**src/rtl/msb_deserializer.sv**
```systemverilog
// Serial-to-parallel converter: MSB-first bits assemble into WIDTH-bit words held in a
// single-entry output register with a sticky overflow flag for words that could not be stored.
module msb_deserializer #(
    parameter int unsigned WIDTH = 8
) (
    input  logic                     clk,
    input  logic                     reset,
    input  logic                     bit_in,
    input  logic                     bit_valid,
    input  logic                     sync,
    input  logic                     out_ready,
    output logic [WIDTH-1:0]         word_out,
    output logic                     word_valid,
    output logic [$clog2(WIDTH)-1:0] bit_count,
    output logic                     overflow
);

    localparam int unsigned CW = $clog2(WIDTH);

    logic [WIDTH-2:0] r_shreg;
    logic [CW-1:0]    r_bit_count;
    logic [WIDTH-1:0] r_word;
    logic             r_word_valid;
    logic             r_overflow;

    logic [WIDTH-2:0] w_shreg_next;
    logic [CW-1:0]    w_bit_count_next;
    logic [WIDTH-1:0] w_word_next;
    logic             w_word_valid_next;
    logic             w_overflow_next;

    logic             w_accept;
    logic             w_last;
    logic             w_complete;
    logic             w_can_load;
    logic [WIDTH-1:0] w_assembled;

    // sync outranks bit_valid, so a bit presented alongside sync is discarded
    assign w_accept    = bit_valid & ~sync;
    assign w_last      = (r_bit_count == CW'(WIDTH - 1));
    assign w_complete  = w_accept & w_last;
    assign w_assembled = {r_shreg, bit_in};
    assign w_can_load  = ~r_word_valid | out_ready;

    always_comb begin
        w_shreg_next     = r_shreg;
        w_bit_count_next = r_bit_count;
        if (sync) begin
            w_shreg_next     = '0;
            w_bit_count_next = '0;
        end else if (bit_valid) begin
            w_shreg_next     = w_assembled[WIDTH-2:0];
            w_bit_count_next = w_last ? '0 : r_bit_count + CW'(1);
        end
    end

    always_comb begin
        w_word_next       = r_word;
        w_word_valid_next = r_word_valid;
        w_overflow_next   = r_overflow;
        if (w_complete && w_can_load) begin
            w_word_next       = w_assembled;
            w_word_valid_next = 1'b1;
        end else begin
            if (out_ready) begin
                w_word_valid_next = 1'b0;
            end
            // a finished word with nowhere to go is lost; the held word stays
            if (w_complete) begin
                w_overflow_next = 1'b1;
            end
        end
    end

    always_ff @(posedge clk or posedge reset) begin
        if (reset) begin
            r_shreg      <= '0;
            r_bit_count  <= '0;
            r_word       <= '0;
            r_word_valid <= 1'b0;
            r_overflow   <= 1'b0;
        end else begin
            r_shreg      <= w_shreg_next;
            r_bit_count  <= w_bit_count_next;
            r_word       <= w_word_next;
            r_word_valid <= w_word_valid_next;
            r_overflow   <= w_overflow_next;
        end
    end

    assign word_out   = r_word;
    assign word_valid = r_word_valid;
    assign bit_count  = r_bit_count;
    assign overflow   = r_overflow;

endmodule

```
**config.mk**
```make
export PLATFORM = sky130hd
export DESIGN_NAME = msb_deserializer
export DESIGN_NICKNAME = d
export VERILOG_FILES = /design/src/rtl/msb_deserializer.sv
export SDC_FILE = /design/constraint.sdc
export NUM_CORES = 1
export LEC_CHECK = 0
export ABC_CLOCK_PERIOD_IN_PS = 2400
export CAP_MARGIN = 5
export CORE_ASPECT_RATIO = 0.9
export CORE_MARGIN = 3
export CORE_UTILIZATION = 39
export DETAILED_ROUTE_END_ITERATION = 8
export GPL_TIMING_DRIVEN = 0
export PLACE_DENSITY_LB_ADDON = 0.2
export SLEW_MARGIN = 10
export SYNTH_ARGS = -nofsm -noshare
export SYNTH_HDL_FRONTEND = slang
export SYNTH_SLANG_ARGS = --single-unit
```
**constraint.sdc**
```tcl
create_clock -name clk -period 2.4 [get_ports clk]
set_input_delay 0.48 -clock clk [delete_from_list [all_inputs] [get_ports clk]]
set_output_delay 0.48 -clock clk [all_outputs]
set_load 0.1 [all_outputs]
```
=== Word level (Yosys, flattened, before mapping) ===
Cells that the tools add are included.

* Mux-type cells: 7
* Equal/unequal tests: 1
* Add/subtract/negate cells: 1
* Reductions and logical operators: 4
* Bitwise gates (word level): 6

{| class="wikitable"
|+ Operators with widths
! operator !! number
|-
| 7-bit two-way mux || 2
|-
| 3-bit two-way mux || 3
|-
| 2-bit nonzero test || 2
|-
| 3-bit by 1-bit adder with 3-bit output, second input constant || 1
|-
| 3-bit == test, second input constant || 1
|-
| 1-bit NOT || 3
|-
| 1-bit AND || 2
|-
| 1-bit two-way mux || 2
|-
| 2-bit AND reduction || 1
|-
| 1-bit logical AND || 1
|-
| 1-bit OR || 1
|}

* Input bits: 6
* Word-level logic and storage cells: 24
* Bits in registers: 20
* Output and inout bits: 13

=== Logic depth before layout (Yosys ltp) ===
* Word-level depth: 6
* Gate-level depth with buffers: 6
* Gate-level depth less buffers: 5

=== Least setup slack after synthesis ===
No wires, ideal clock.

* Path kind: flip-flop to flip-flop
* Start point: register r_bit_count[0], in the netlist bit_count[0]
* End point: register r_word[0], in the netlist word_out[0]
* Cell stages (with the launch flop): 7
* Library setup time: 0.126 ns
* Path buffers: 1
* Arrival time: 2.051 ns
* Slack: 0.223 ns
* Cells stage by stage: dfrtp_1 -> ha_1 -> ha_1 -> nand3b_4 -> nor2b_4 -> buf_6 -> mux2_4

* Cells in the longest elaborated chain, start to end: 3

{| class="wikitable"
|+ Ends and longest elaborated chain
! element !! line !! text
|-
| from (decl) || 21 || <nowiki>logic [CW-1:0] r_bit_count;</nowiki>
|-
| from (signal assigned) || 84 || <nowiki>r_bit_count <= w_bit_count_next;</nowiki>
|-
| 3-bit == test || 40 || <nowiki>assign w_last = (r_bit_count == CW'(WIDTH - 1));</nowiki>
|-
| 1-bit AND || 41 || <nowiki>assign w_complete = w_accept & w_last;</nowiki>
|-
| 1-bit logical AND || 61 || <nowiki>if (w_complete && w_can_load) begin</nowiki>
|-
| to (signal assigned) || 85 || <nowiki>r_word <= w_word_next;</nowiki>
|-
| to (decl) || 22 || <nowiki>logic [WIDTH-1:0] r_word;</nowiki>
|}

No other way between the ends.
A chain may end at the register's enable or synchronous reset.

=== Worst setup path after layout ===
* Start point: register r_word_valid, in the netlist word_valid
* End point: output port word_valid

{| class="wikitable"
|+ RTL lines
! element !! line !! text
|-
| from (decl) || 23 || <nowiki>logic r_word_valid;</nowiki>
|-
| from (signal assigned) || 86 || <nowiki>r_word_valid <= w_word_valid_next;</nowiki>
|-
| to (decl) || 13 || <nowiki>output logic word_valid,</nowiki>
|}

No word-level cell between the ends.

==> summary.md <==
| Metric | Value |
|---|---|
| Status | finished clean |
| Synth area leader | dfrtp_1 |
| Power, Total | 0.571 mW |
| Chip width | 55.8 um |
| Slew Limit Fails | 0 |
| Post-DRT Antenna Nets | 0 |
| Final instance area | 0.00111 sq mm |
| Mean number of vias per cell | 4.75 |
| Fin. Hold Viols | 0 |
| Most common cell in the synthesized netlist | dfrtp_1 |
| Critical path, cell by cell | clkdlybuf4s50_1 |
| Leak Pwr | 0.580 nW |
| Avg Cell Area, Syn | 14.5 sq um |
| Layout area overhead | 27.1% |
| Initial antenna violation count | 0 |
| Setup slack after placement | 0.389 ns |
| CP Data Required Time | 1.92 ns |
| Layout cells sized above 1 | 19.8% |
| GR Util All Layers | 11.8% |
| CP Capture Type | output pin |
| Final min period | 2.33 ns |
| TritonCTS clock tree | built |
| RSZ-0062 raised after global routing | false |
| 1st-pass router iterations | 4 |
| Ant diodes | 0 |
| Drt drc | 0 |
| Synth warn | 0 |
| Slew headroom | 35.2% |
| CTS Buf Count | 3 |
| Final Wtd Congestion | 0.653 |
| Switching pwr | 0.148 mW |
| FMAX | 0.429 GHz |
| WL per Instance | 13.6 um |
| Post-synth EDFFs | 0 |
| Clk_skew | 0.00341 ns |
| Setup TNS | 0 ns |
| RR Startpoint | bit_count[0] |
| Num Clock Sinks | 20 |
| Worst flop-to-flop path endpoint | word_out[6] |
| Number of global-route vias before repair | 548 |
| Port Buf Inserts | 18 |
| Mapped Area | 872 sq um |
| Max_cap viols | 0 |
| Routed WL | 1440 um |
| Level count of the clock H-tree | 1 |
| Die H | 50.9 um |
| Clock Power Share | 27.5% |
| DR vias | 504 |
| Pwr per Cell Area | 515 mW/mm^2 |
| Full die area | 0.00284 sq mm |
| Critical path's slowest cell | clkdlybuf4s50_1 |
| Placed insts | 103 |
| Worst path bufs/invs | 1 |
| Root Driver | clkbuf_4 |
| Placed Area | 0.00108 sq mm |
| Ys flop type | dfrtp_1 |
| Non-Filler Instances | 106 |
| Post-synth top area share | 57.4% |
| Commonest cells post-synth | dfrtp_1, nor2_1, mux2i_1 |
| Post CTS Setup Buffer Count | 0 |
| Ratio of final minimum period to clock period | 97.2% |
| Switching Fraction | 25.8% |
| HP Start | overflow |
| Internal | 0.424 mW |
| Cell family contributing the most delay on the critical path | buffers and inverters |
| Hold Crit Class | reg -> reg |
| Clk slew on worst S/H paths | 0.11 ns |
| Comb power frac | 11.9% |
| DP Wirelength | 970 um |
| Slew @ Worst Pin | 0.968 ns |
| FF-to-FF path depth | 6 |
| Async S/R FF share, synth | 100% |
| Critical Path Start Type | flip-flop |
| Worst vdd ir | 0.353 mV |
| First-pass GRT wire length | 2490 um |
| Setup slack, reg-to-reg | 0.81 ns |
| Synth Register Bits | 20 |
| Unique masters post-synth | 14 |
| First DRT Iteration DRCs | 4 |
| # nets final | 91 |
| Post-synthesis sequential area ratio | 57.4% |
| Worst Hold End | overflow |
| Post-synthesis net count | 68 |
| Crit-path max FO | 2 |
| Core area | 0.00201 sq mm |
| Crit path DAT | 1.85 ns |
| CP peak stage delay | 1.15 ns |
| Final Setup Violations | 0 |
| Post-Synthesis Cells | 60 |
| Hold WS | 0.492 ns |
| Sequential share of power | 60.6% |
| Gr ovfl total | 0 |
| Largest net degree at the start of global routing | 21 |
| Final worst slack | 0.0683 ns |
| Top post-synthesis cells by area | dfrtp_1, mux2_4, mux2i_1 |
| Ports | 19 |
| Final design utilization | 55.2% |
| Maximum root-to-sink buffer count | 2 |
| Initial cell density of the core | 43.4% |
| FP Rows | 15 |
| Worst-skew pair later-pin latency | 0.30 ns |
| Worst hold path depth | 1 |
| Kind of critical path | reg -> out |
==> final cells by class <==
class                   instances  area [sq um]
plain buffers                   3          22.5
clock buffers                   3          22.5
fillers                       164           900
inverters                       1          3.75
multi-input cells              36           345
flip-flops and latches         20           500
well taps                      25          31.3
repair buffers                 18           183
==> timing repair <==
action,in CTS,in global routing
gates resized for setup,0,1
hold buffers,0,0
endpoints found under the setup margin,0,1
==> metal layers <==
metal  GRT usage [%]  vias up  part of all wire, %
li1                -      242                    -
met3            6.06        2                  6.2
met1            13.2      246                   47
met5               0        -                    0
met4            3.56        0                 0.97
met2            19.7       14                   45
==> power groups by stage <==
stage          Clock, mW  Sequential, mW  Combinational (mW)
2_1_floorplan          0           0.375              0.0246
3_3_place_gp           0           0.353              0.0680
3_5_place_dp           0           0.353              0.0694
4_1_cts            0.166           0.347              0.0694
5_1_grt            0.177           0.348              0.0732
6_report           0.157           0.347              0.0678
==> cell usage in the layout (no fill, tap or decap) <==
| cell | count |
|---|---|
| buf_4 | 1 |
| buf_6 | 1 |
| clkbuf_1 | 1 |
| clkbuf_4 | 3 |
| clkdlybuf4s50_1 | 17 |
| dfrtp_1 | 20 |
| dlymetal6s2s_1 | 1 |
| ha_1 | 2 |
| inv_1 | 1 |
| mux2_4 | 8 |
| mux2i_1 | 10 |
| nand2_1 | 1 |
| nand2b_4 | 1 |
| nand3b_4 | 1 |
| nor2_1 | 11 |
| nor2b_4 | 1 |
| o21bai_1 | 1 |
==> registers in the layout, summed over array words and instances (netlist names) <==
signal and count:
word_out 8, word_valid 1, overflow 1, r_shreg 7, bit_count 3
==> kinds of logic (layout without fill, tap and decap cells) <==
group	Yosys count	count (layout)	synth area share, %
multiplexers	18	18	25.3
buffers and inverters	4	25	3.01
adder cells (fa/ha/maj)	2	2	2.87
flip-flops	20	20	57.4
AO/OA/AOI/OAI	1	1	0.861
AND/OR/NAND/NOR	15	15	10.6
==> worst max path at each step <==
stage          slack, ns  cells after the start           end    startpoint
2_1_floorplan       0.22                      6   word_out[0]  bit_count[0]
3_3_place_gp        0.39                      1  bit_count[0]  bit_count[0]
3_5_place_dp        0.39                      1  bit_count[0]  bit_count[0]
4_1_cts             0.03                      1  bit_count[0]  bit_count[0]
5_1_grt            0.004                      1  bit_count[1]  bit_count[1]
6_report            0.07                      1    word_valid    word_valid
(Power assumes the default switching activity.)
